--- config.mk ---
export PLATFORM = sky130hd
export DESIGN_NAME = score_keeper_bcd
export DESIGN_NICKNAME = d
export VERILOG_FILES = /design/src/rtl/score_keeper_bcd.sv
export SDC_FILE = /design/constraint.sdc
export NUM_CORES = 1
export LEC_CHECK = 0
export CAP_MARGIN = 40
export CORE_ASPECT_RATIO = 0.7
export CORE_UTILIZATION = 66
export CTS_BUF_LIST = sky130_fd_sc_hd__clkbuf_2 sky130_fd_sc_hd__clkbuf_4 sky130_fd_sc_hd__clkbuf_8
export DETAILED_ROUTE_END_ITERATION = 16
export DONT_BUFFER_PORTS = 1
export PLACE_DENSITY = 0.93
export SLEW_MARGIN = 25
export SYNTH_ARGS = -nofsm -noshare
export SYNTH_HDL_FRONTEND = slang
export SYNTH_SLANG_ARGS = --single-unit
--- constraint.sdc ---
create_clock -name clk -period 3.4 [get_ports clk]
set_input_delay 0.34 -clock clk [delete_from_list [all_inputs] [get_ports clk]]
set_output_delay 0.34 -clock clk [all_outputs]
set_load 0.02 [all_outputs]
--- src/rtl/score_keeper_bcd.sv ---
// Score keeper with native BCD current/high scores, IDLE/PLAY/OVER game FSM,
// and a time-multiplexed single-digit scan bus with optional leading-zero blanking.
module score_keeper_bcd #(
  parameter int NUM_DIGITS = 2,
  parameter int MAX_SCORE  = 50,
  parameter int SCAN_DIV   = 1,
  parameter int BLANK_LZ   = 1
) (
  input  logic                    clk,
  input  logic                    nRst,
  input  logic                    start,
  input  logic                    goodColl,
  input  logic                    badColl,
  input  logic                    showHigh,
  output logic [4*NUM_DIGITS-1:0] curr_bcd,
  output logic [4*NUM_DIGITS-1:0] high_bcd,
  output logic [3:0]              disp_digit,
  output logic [NUM_DIGITS-1:0]   scan_en,
  output logic                    playing,
  output logic                    isGameComplete,
  output logic                    newHigh,
  output logic [1:0]              dbg_state
);

  localparam int W     = 4 * NUM_DIGITS;
  localparam int IDX_W = (NUM_DIGITS > 1) ? $clog2(NUM_DIGITS) : 1;
  localparam int DIV_W = (SCAN_DIV > 1) ? $clog2(SCAN_DIV) : 1;

  function automatic int pow10(input int n);
    int r;
    r = 1;
    for (int i = 0; i < n; i++) r = r * 10;
    return r;
  endfunction

  function automatic logic [W-1:0] to_bcd(input int v);
    logic [W-1:0] r;
    int           t;
    r = '0;
    t = v;
    for (int i = 0; i < NUM_DIGITS; i++) begin
      r[i*4 +: 4] = 4'(t % 10);
      t = t / 10;
    end
    return r;
  endfunction

  function automatic logic [W-1:0] bcd_inc(input logic [W-1:0] v);
    logic [W-1:0] r;
    logic         carry;
    r     = v;
    carry = 1'b1;
    for (int i = 0; i < NUM_DIGITS; i++) begin
      if (carry) begin
        if (r[i*4 +: 4] == 4'd9) begin
          r[i*4 +: 4] = 4'd0;
        end else begin
          r[i*4 +: 4] = r[i*4 +: 4] + 4'd1;
          carry       = 1'b0;
        end
      end
    end
    return r;
  endfunction

  localparam int             MAX_LIMIT = pow10(NUM_DIGITS) - 1;
  localparam logic [W-1:0]   MAX_BCD   = to_bcd(MAX_SCORE);
  localparam logic [IDX_W-1:0] LAST_IDX = IDX_W'(NUM_DIGITS - 1);
  localparam logic [DIV_W-1:0] LAST_DIV = DIV_W'(SCAN_DIV - 1);

  generate
    if (NUM_DIGITS < 1 || NUM_DIGITS > 8) begin : g_bad_digits
      $error("score_keeper_bcd: NUM_DIGITS must be 1..8");
    end
    if (MAX_SCORE < 1 || MAX_SCORE > MAX_LIMIT) begin : g_bad_max
      $error("score_keeper_bcd: MAX_SCORE out of range for NUM_DIGITS");
    end
    if (SCAN_DIV < 1) begin : g_bad_div
      $error("score_keeper_bcd: SCAN_DIV must be >= 1");
    end
  endgenerate

  typedef enum logic [1:0] {
    S_IDLE = 2'd0,
    S_PLAY = 2'd1,
    S_OVER = 2'd2
  } state_t;

  state_t       state;
  logic [W-1:0] curr_inc;

  assign curr_inc       = bcd_inc(curr_bcd);
  assign playing        = (state == S_PLAY);
  assign isGameComplete = (state == S_OVER);
  assign dbg_state      = state;

  // Packed BCD compares as an unsigned vector exactly like a digitwise MSD-first compare.
  always_ff @(posedge clk or negedge nRst) begin
    if (!nRst) begin
      state    <= S_IDLE;
      curr_bcd <= '0;
      high_bcd <= '0;
      newHigh  <= 1'b0;
    end else begin
      case (state)
        S_IDLE, S_OVER: begin
          if (start) begin
            state    <= S_PLAY;
            curr_bcd <= '0;
            newHigh  <= 1'b0;
          end
        end
        S_PLAY: begin
          if (badColl) begin
            state <= S_OVER;
            if (curr_bcd > high_bcd) begin
              high_bcd <= curr_bcd;
              newHigh  <= 1'b1;
            end
          end else if (goodColl) begin
            curr_bcd <= curr_inc;
            if (curr_inc == MAX_BCD) begin
              state <= S_OVER;
              if (curr_inc > high_bcd) begin
                high_bcd <= curr_inc;
                newHigh  <= 1'b1;
              end
            end
          end
        end
        default: state <= S_IDLE;
      endcase
    end
  end

  logic [IDX_W-1:0]      scan_idx;
  logic [DIV_W-1:0]      scan_div;
  logic [W-1:0]          disp_src;
  logic [3:0]            sel_digit;
  logic [NUM_DIGITS-1:0] sel_onehot;
  logic                  upper_nz;
  logic                  blank;

  assign disp_src = (state == S_PLAY && !showHigh) ? curr_bcd : high_bcd;

  always_comb begin
    sel_digit  = 4'd0;
    sel_onehot = '0;
    upper_nz   = 1'b0;
    for (int i = 0; i < NUM_DIGITS; i++) begin
      if (IDX_W'(i) == scan_idx) begin
        sel_digit     = disp_src[i*4 +: 4];
        sel_onehot[i] = 1'b1;
      end
      if (IDX_W'(i) >= scan_idx && disp_src[i*4 +: 4] != 4'd0) upper_nz = 1'b1;
    end
    blank = (BLANK_LZ != 0) && (scan_idx != '0) && !upper_nz;
  end

  always_ff @(posedge clk or negedge nRst) begin
    if (!nRst) begin
      scan_idx   <= '0;
      scan_div   <= '0;
      disp_digit <= 4'd0;
      scan_en    <= NUM_DIGITS'(1);
    end else begin
      disp_digit <= sel_digit;
      scan_en    <= blank ? '0 : sel_onehot;
      if (scan_div == LAST_DIV) begin
        scan_div <= '0;
        scan_idx <= (scan_idx == LAST_IDX) ? '0 : scan_idx + 1'b1;
      end else begin
        scan_div <= scan_div + 1'b1;
      end
    end
  end

endmodule
==> metrics.txt, run 1 <==
Ys Warns 0; hold crit path type primary input to register; DR WL/cell 22.5 um; R2R Path Start curr_bcd[2]; CTS Buffer Depth 2; Setup CP Type register to register; Syn Area/Cell about 10 sq um; Top cell by count, worst path a21oi_1; Slew headroom approximately two thirds; # clock sinks 26; Clk Latency, worst-skew pair 280 ps; Cell variety after synth between 40 and 50; Leakage 0.000980 uW; Fin Hold WS 149 ps; antenna violations before repair 0; vias in the first global route 1538; Arrival @ worst endpoint 3490 ps; diode count 0; CP Data Required Time 3570 ps; ANT nets after route 0; Fin. Hold Viols 0; worst reg2reg path depth 11; syn_nets 209; vias per cell 7.00; worst-path cell chain and4bb_1 -> nand2_1 -> a21oi_1 -> inv_1 -> ha_1 -> nand4_1 -> a2111oi_1 -> a21oi_1 -> a21oi_4 -> buf_12 -> mux2_4; GPL Wtd Cong 0.932; Clock transition at path regs approximately 90 ps; Die ar. between 3000 and 4000 sq um; Worst VDD drop around 0.00036 V; Critical Path Fanout Max 9; Least-Margin Pin Slew ~520 ps; I/O pin cnt 33; Hold Path Depth 1; core box area 2570 sq um; minimum clock period approximately 3300 ps; CP top delay family compound AO/OA/AOI/OAI gates; htree depth 1; status finished, final reports clean; FP Rows 15; Hold EP dbg_state[0]; Seq/Total Area, Yosys 34.6%; Max-Cap Viols 0; Port-buffer cells 0; Die Wd 65.8 um; CTS tree built; Synth Register Bits 26; crit path launch type register; synthesized area 1880 sq um; WL final roughly 5000 um; first-pass GRT wire length slightly below 8000 um; Sum Neg Setup Slack 0 ps; floorplan die height 46.7 um; Power Dens Cells 380 nW/um^2; Max Fclk roughly 300 MHz; placed wire-length estimate around 3600 um; DRT iter0 DRCs 180; ys async rst share between 90% and 100%; share of cells above drive strength 1 17.5%; Synth Instances 187; initial core utilization 73.2%; CP max stage cell a2111oi_1; Synth Flop Type dfrtp_1; crit-path max cell delay 460 ps; Hold Crit Start badColl; fin crit share 97.8%; Final nets 212; register-to-register setup slack 80 ps; Final Skew slightly below 4 ps; EDFF count, synth 0; reg2reg end high_bcd[6]; Final Setup Violations 0; Vias approximately 1600; GR Util All Layers 36.0%; worst path bufs/invs 2; drc violations 0; Final Slew Violations 0; Crit. End Element register; P&R area growth vs syn 6.05%; total clock buffers created by CTS 3; RSZ-0062 raised after global routing false; DRT Pass-1 Iters 4; largest net degree at the start of global routing 27; clock root cell clkbuf_8; Remaining Overflow, GRT 0
## power breakdown
part           leakage, uW  total (uW)  switching, uW  internal, uW
combinational     0.000630         147           95.4          51.9
clock            0.0000357         263            105           158
sequential        0.000314         349           24.2           325
## registers in the layout (all words and copies together) (netlist names)
name / count
curr_bcd: 8
scan_idx: 1
newHigh: 1
dbg_state: 2
high_bcd: 8
disp_digit: 4
scan_en: 2
## what timing repair did
item / in CTS / in global routing
setup buffers: 0 / 2
hold buffers: 2 / 0
setup endpoints to repair: 0 / 5
hold endpoints to repair: 26 / 0
resized for setup: 0 / 1
## Yosys cell counts (2+ instances only)
cell       n  area, sq um
a21o_1     2         15.0
a21oi_1   11         55.1
a22oi_1    3         22.5
a31o_2     4         35.0
and3_1     5         31.3
buf_6      3         33.8
clkbuf_1   6         22.5
clkbuf_8   4         55.1
dfrtp_1   25          626
ha_1      16          200
inv_1     15         56.3
mux2_4     3         45.0
mux2i_1    7         70.1
mux4_2     3         67.6
nand2_1   11         41.3
nand2b_1   4         25.0
nand3_1    6         30.0
nand4_1    4         25.0
nand4b_1   2         17.5
nor2_1    10         37.5
nor2b_1    2         12.5
o211ai_1   2         15.0
o21ai_0   10         50.1
o31ai_1    3         22.5
or2b_2     2         17.5
xnor2_1    6         52.6
## cell usage in the layout, fill, tap and decap left out, types with 3 or more instances in the layout
master / n
nand4_1: 4
a21oi_1: 11
clkbuf_8: 3
a31o_2: 4
mux2i_1: 7
nand2b_1: 4
dfrtp_1: 25
o21ai_0: 10
and3_1: 5
mux2_4: 3
inv_1: 15
ha_1: 16
mux4_2: 3
nand3_1: 6
xnor2_1: 6
nand2_1: 11
o31ai_1: 3
nor2_1: 10
buf_4: 8
a22oi_1: 3
## logic make-up after synthesis
| logic type | Yosys count | share of synthesized area [%] |
|---|---|---|
| buffers and inverters | 28 | 8.90 |
| DFF | 26 | 34.6 |
| xor gates and xnor gates | 7 | 3.26 |
| and+or+nand+nor | 52 | 15.3 |
| muxes | 15 | 11.7 |
| adders and majority gates | 16 | 10.6 |
| AOI/OAI and AO/OA | 43 | 15.5 |
## metrics by stage
step | cells | setup slack, ps | utilization [%] | cell area, sq um | power [uW]
final | 223 | 75.6 | 77.7 | 2000 | 759
after detailed placement | 215 | 150 | 72.6 | 1870 | 487
after global placement | 215 | 491 | 72.6 | 1870 | 476
after CTS | 221 | 116 | 76.5 | 1970 | 753
after floorplan | 187 | 376 | - | 1880 | 463
after global routing | 223 | 29.7 | 77.7 | 2000 | 790
## cell type report
| cell class | instances | area, sq um |
|---|---|---|
| clock inverters | 1 | 30.0 |
| repair buffers | 11 | 110 |
| fillers | 150 | 574 |
| well taps | 34 | 42.5 |
| clock buffers | 3 | 41.3 |
| inverters | 15 | 56.3 |
| flip-flops and latches | 26 | 652 |
| multi-input cells | 133 | 1060 |
## worst max-delay path by stage
| stage | start | end | slack [ps] | depth (start not counted) |
|---|---|---|---|---|
| 5_1_grt | curr_bcd[2] | high_bcd[6] | 30 | 12 |
| 2_1_floorplan | curr_bcd[2] | high_bcd[6] | 380 | 12 |
| 4_1_cts | curr_bcd[2] | high_bcd[6] | 120 | 11 |
| 6_report | curr_bcd[2] | high_bcd[6] | 80 | 11 |
| 3_5_place_dp | curr_bcd[2] | high_bcd[6] | 150 | 11 |
| 3_3_place_gp | curr_bcd[2] | high_bcd[5] | 490 | 11 |
## routing by layer
layer  GRT usage, %  share of wire [%]
met4           17.4                3.8
met1           40.7                 36
met5              0                  0
met3           10.9                 11
met2           63.3                 48
Note: power is estimated with default switching activity, not from simulation.
==> run 2: changes to the inputs <==
--- a/config.mk
+++ b/config.mk
@@ -7,11 +7,10 @@
 export LEC_CHECK = 0
 export CAP_MARGIN = 40
 export CORE_ASPECT_RATIO = 0.7
-export CORE_UTILIZATION = 66
+export CORE_UTILIZATION = 55
 export CTS_BUF_LIST = sky130_fd_sc_hd__clkbuf_2 sky130_fd_sc_hd__clkbuf_4 sky130_fd_sc_hd__clkbuf_8
 export DETAILED_ROUTE_END_ITERATION = 16
-export DONT_BUFFER_PORTS = 1
-export PLACE_DENSITY = 0.93
+export PLACE_DENSITY = 0.94
 export SLEW_MARGIN = 25
 export SYNTH_ARGS = -nofsm -noshare
 export SYNTH_HDL_FRONTEND = slang
==> run 2 against run 1 <==
  * Die area grew 19%
  * Utilization fell by 6.8 points
  * Sequential power fell by 5%
  * Count of clock-buffer cells in the layout stayed put
  * Setup slack better by 95 ps
  * Register-to-register slack better by 95 ps
  * First-iteration DRC count fell by 57%
  * Largest power group unchanged
==> metrics.txt, run 2 (synthesized netlist as in run 1, its figures left out) <==
status finished, final reports clean; core box area 3210 sq um (+25%); Clock Power Share 32.5% (-2.1 points); Sum Neg Setup Slack 0 ps (unchanged); diode count 0 (unchanged); initial core utilization 58.6% (-15 points); drc violations 0 (unchanged); largest net degree at the start of global routing 27 (unchanged); Fin Hold WS 50.3 ps (-99.1 ps); Critical Path Fanout Max 9 (unchanged); crit path launch type register; Top cell by count, worst path a21oi_1; worst path bufs/invs 1 (-1); floorplan die height 51.0 um (+9.1%); Die ar. 3670 sq um (+19%); vias per cell 5.97 (-15%); most common cell after layout, fill and taps aside clkdlybuf4s50_1; CP max stage cell a2111oi_0; net switching power 224 uW (-0.27%); Max-Cap Viols 0 (unchanged); Max Fclk 310 MHz (+2.9%); Die Wd 71.9 um (+9.3%); placed insts 261 (+21%); cts repair resizes 0 (unchanged); crit-path max cell delay 410 ps (-50 ps); CP top delay family compound AO/OA/AOI/OAI gates; Crit. End Element register; antenna violations before repair 0 (unchanged); total clock buffers created by CTS 3 (unchanged); CP Data Required Time 3560 ps (about the same); DR WL/cell 17.0 um (-24%); placed wire-length estimate 3380 um (-5.8%); Final Setup Violations 0 (unchanged); Least-Margin Pin Slew 580 ps (+57.0 ps); hold buffers post-CTS 0 (-2); DRT iter0 DRCs 78 (-57%); Clock transition at path regs 100 ps (about the same); DRT Pass-1 Iters 4 (unchanged); vias in the first global route 1467 (-4.6%); switching share of power 28.2% (-1.4 points); RSZ-0062 raised after global routing false; Port-buffer cells 32 (+32); WL final 4500 um (-10%); hold crit path type primary input to asynchronous set/reset pin; minimum clock period 3230 ps (-95.2 ps); P&R area growth vs syn 20.9%; # Post-CTS Setup Buffers 0 (unchanged); GPL Wtd Cong 1.01 (+8.6%); total power 795 uW (+4.6%); ANT nets after route 0 (unchanged); CTS tree built; Seq pwr share 42.0% (-4.0 points); Pint 570 uW (+6.7%); Setup CP Type register to register; Clk Latency, worst-skew pair 280 ps (about the same); htree depth 1 (unchanged); Fin. Hold Viols 0 (unchanged); Slew headroom 61.2% (-3.8 points); I/O pin cnt 33 (unchanged); Cell Count, Final, Fillers Out 265 (+19%); Comb pwr share 25.5% (+6.1 points); first-pass GRT wire length 7320 um (-4.8%); CTS Buffer Depth 2 (unchanged); most frequent cells in the layout clkdlybuf4s50_1 (31), dfrtp_1 (25), ha_1 (16); Leakage 0.00108 uW (+10%); # clock sinks 26 (unchanged); Worst VDD drop 0.000252 V (-29%); Arrival @ worst endpoint 3390 ps (-100 ps); Final nets 241 (+14%); share of cells above drive strength 1 14.7% (-2.8 points); Final Skew 7.71 ps (+3.75 ps); fin crit share 95.0% (-2.8 points); Final Slew Violations 0 (unchanged); Power Dens Cells 349 nW/um^2 (-8.3%); GR Util All Layers 26.6% (-9.4 points); FP Rows 17 (+2); worst-path cell chain and4bb_1 -> nand2_1 -> nor3b_1 -> a21oi_1 -> inv_1 -> ha_1 -> nand4_1 -> nor2_1 -> a2111oi_0 -> a21oi_1 -> a21oi_4 -> mux2_4; Vias 1583 (+1.5%); Remaining Overflow, GRT 0 (unchanged); clock root cell clkbuf_8; largest registers curr_bcd x8, high_bcd x8, disp_digit x4
==> run 2: layer usage <==
layer,part of all wire (%),GRT usage (%),wire [um]
met2,46,43.2,2070
met3,8.0,5.72,358
met5,0,0,0
met1,46,37.7,2060
met4,0.38,3.27,17
==> run 2: power by group through the flow <==
stage          clock [uW]  combinational (uW)  sequential, uW
4_1_cts               259                 203             333
2_1_floorplan           0                 101             362
5_1_grt               275                 220             335
3_5_place_dp            0                 202             339
6_report              258                 203             333
3_3_place_gp            0                 197             338
==> run 2: layout make-up <==
| class | instances | area, sq um |
|---|---|---|
| Multi-Input combinational cell | 133 | 1060 |
| Fill cell | 244 | 935 |
| Sequential cell | 26 | 652 |
| Timing Repair Buffer | 40 | 375 |
| Tap cell | 47 | 58.8 |
| Inverter | 15 | 56.3 |
| Clock buffer | 3 | 41.3 |
| Clock inverter | 1 | 30.0 |
==> run 2: path summary, 6_finish.rpt <==
check | from | endpoint | slack, ps | depth (start not counted)
max in group asynchronous | nRst | scan_en[0] | 2810 | 2
worst max register to register | curr_bcd[2] | high_bcd[0] | 170 | 12
worst min-delay path | nRst | disp_digit[3] | 50 | 1
worst max-delay path | curr_bcd[2] | high_bcd[0] | 170 | 12
worst min register to register | newHigh | newHigh | 510 | 1
min in group clk | newHigh | newHigh | 510 | 1
==> run 2: stage by stage <==
stage                     area, sq um  worst slack, ps  utilization (%)
after global placement           2210              487             68.8
after CTS                        2280              232             70.9
after detailed placement         2210              348             68.7
after floorplan                  1880              376                -
final                            2280              171             70.9
after global routing             2280             24.0             70.9
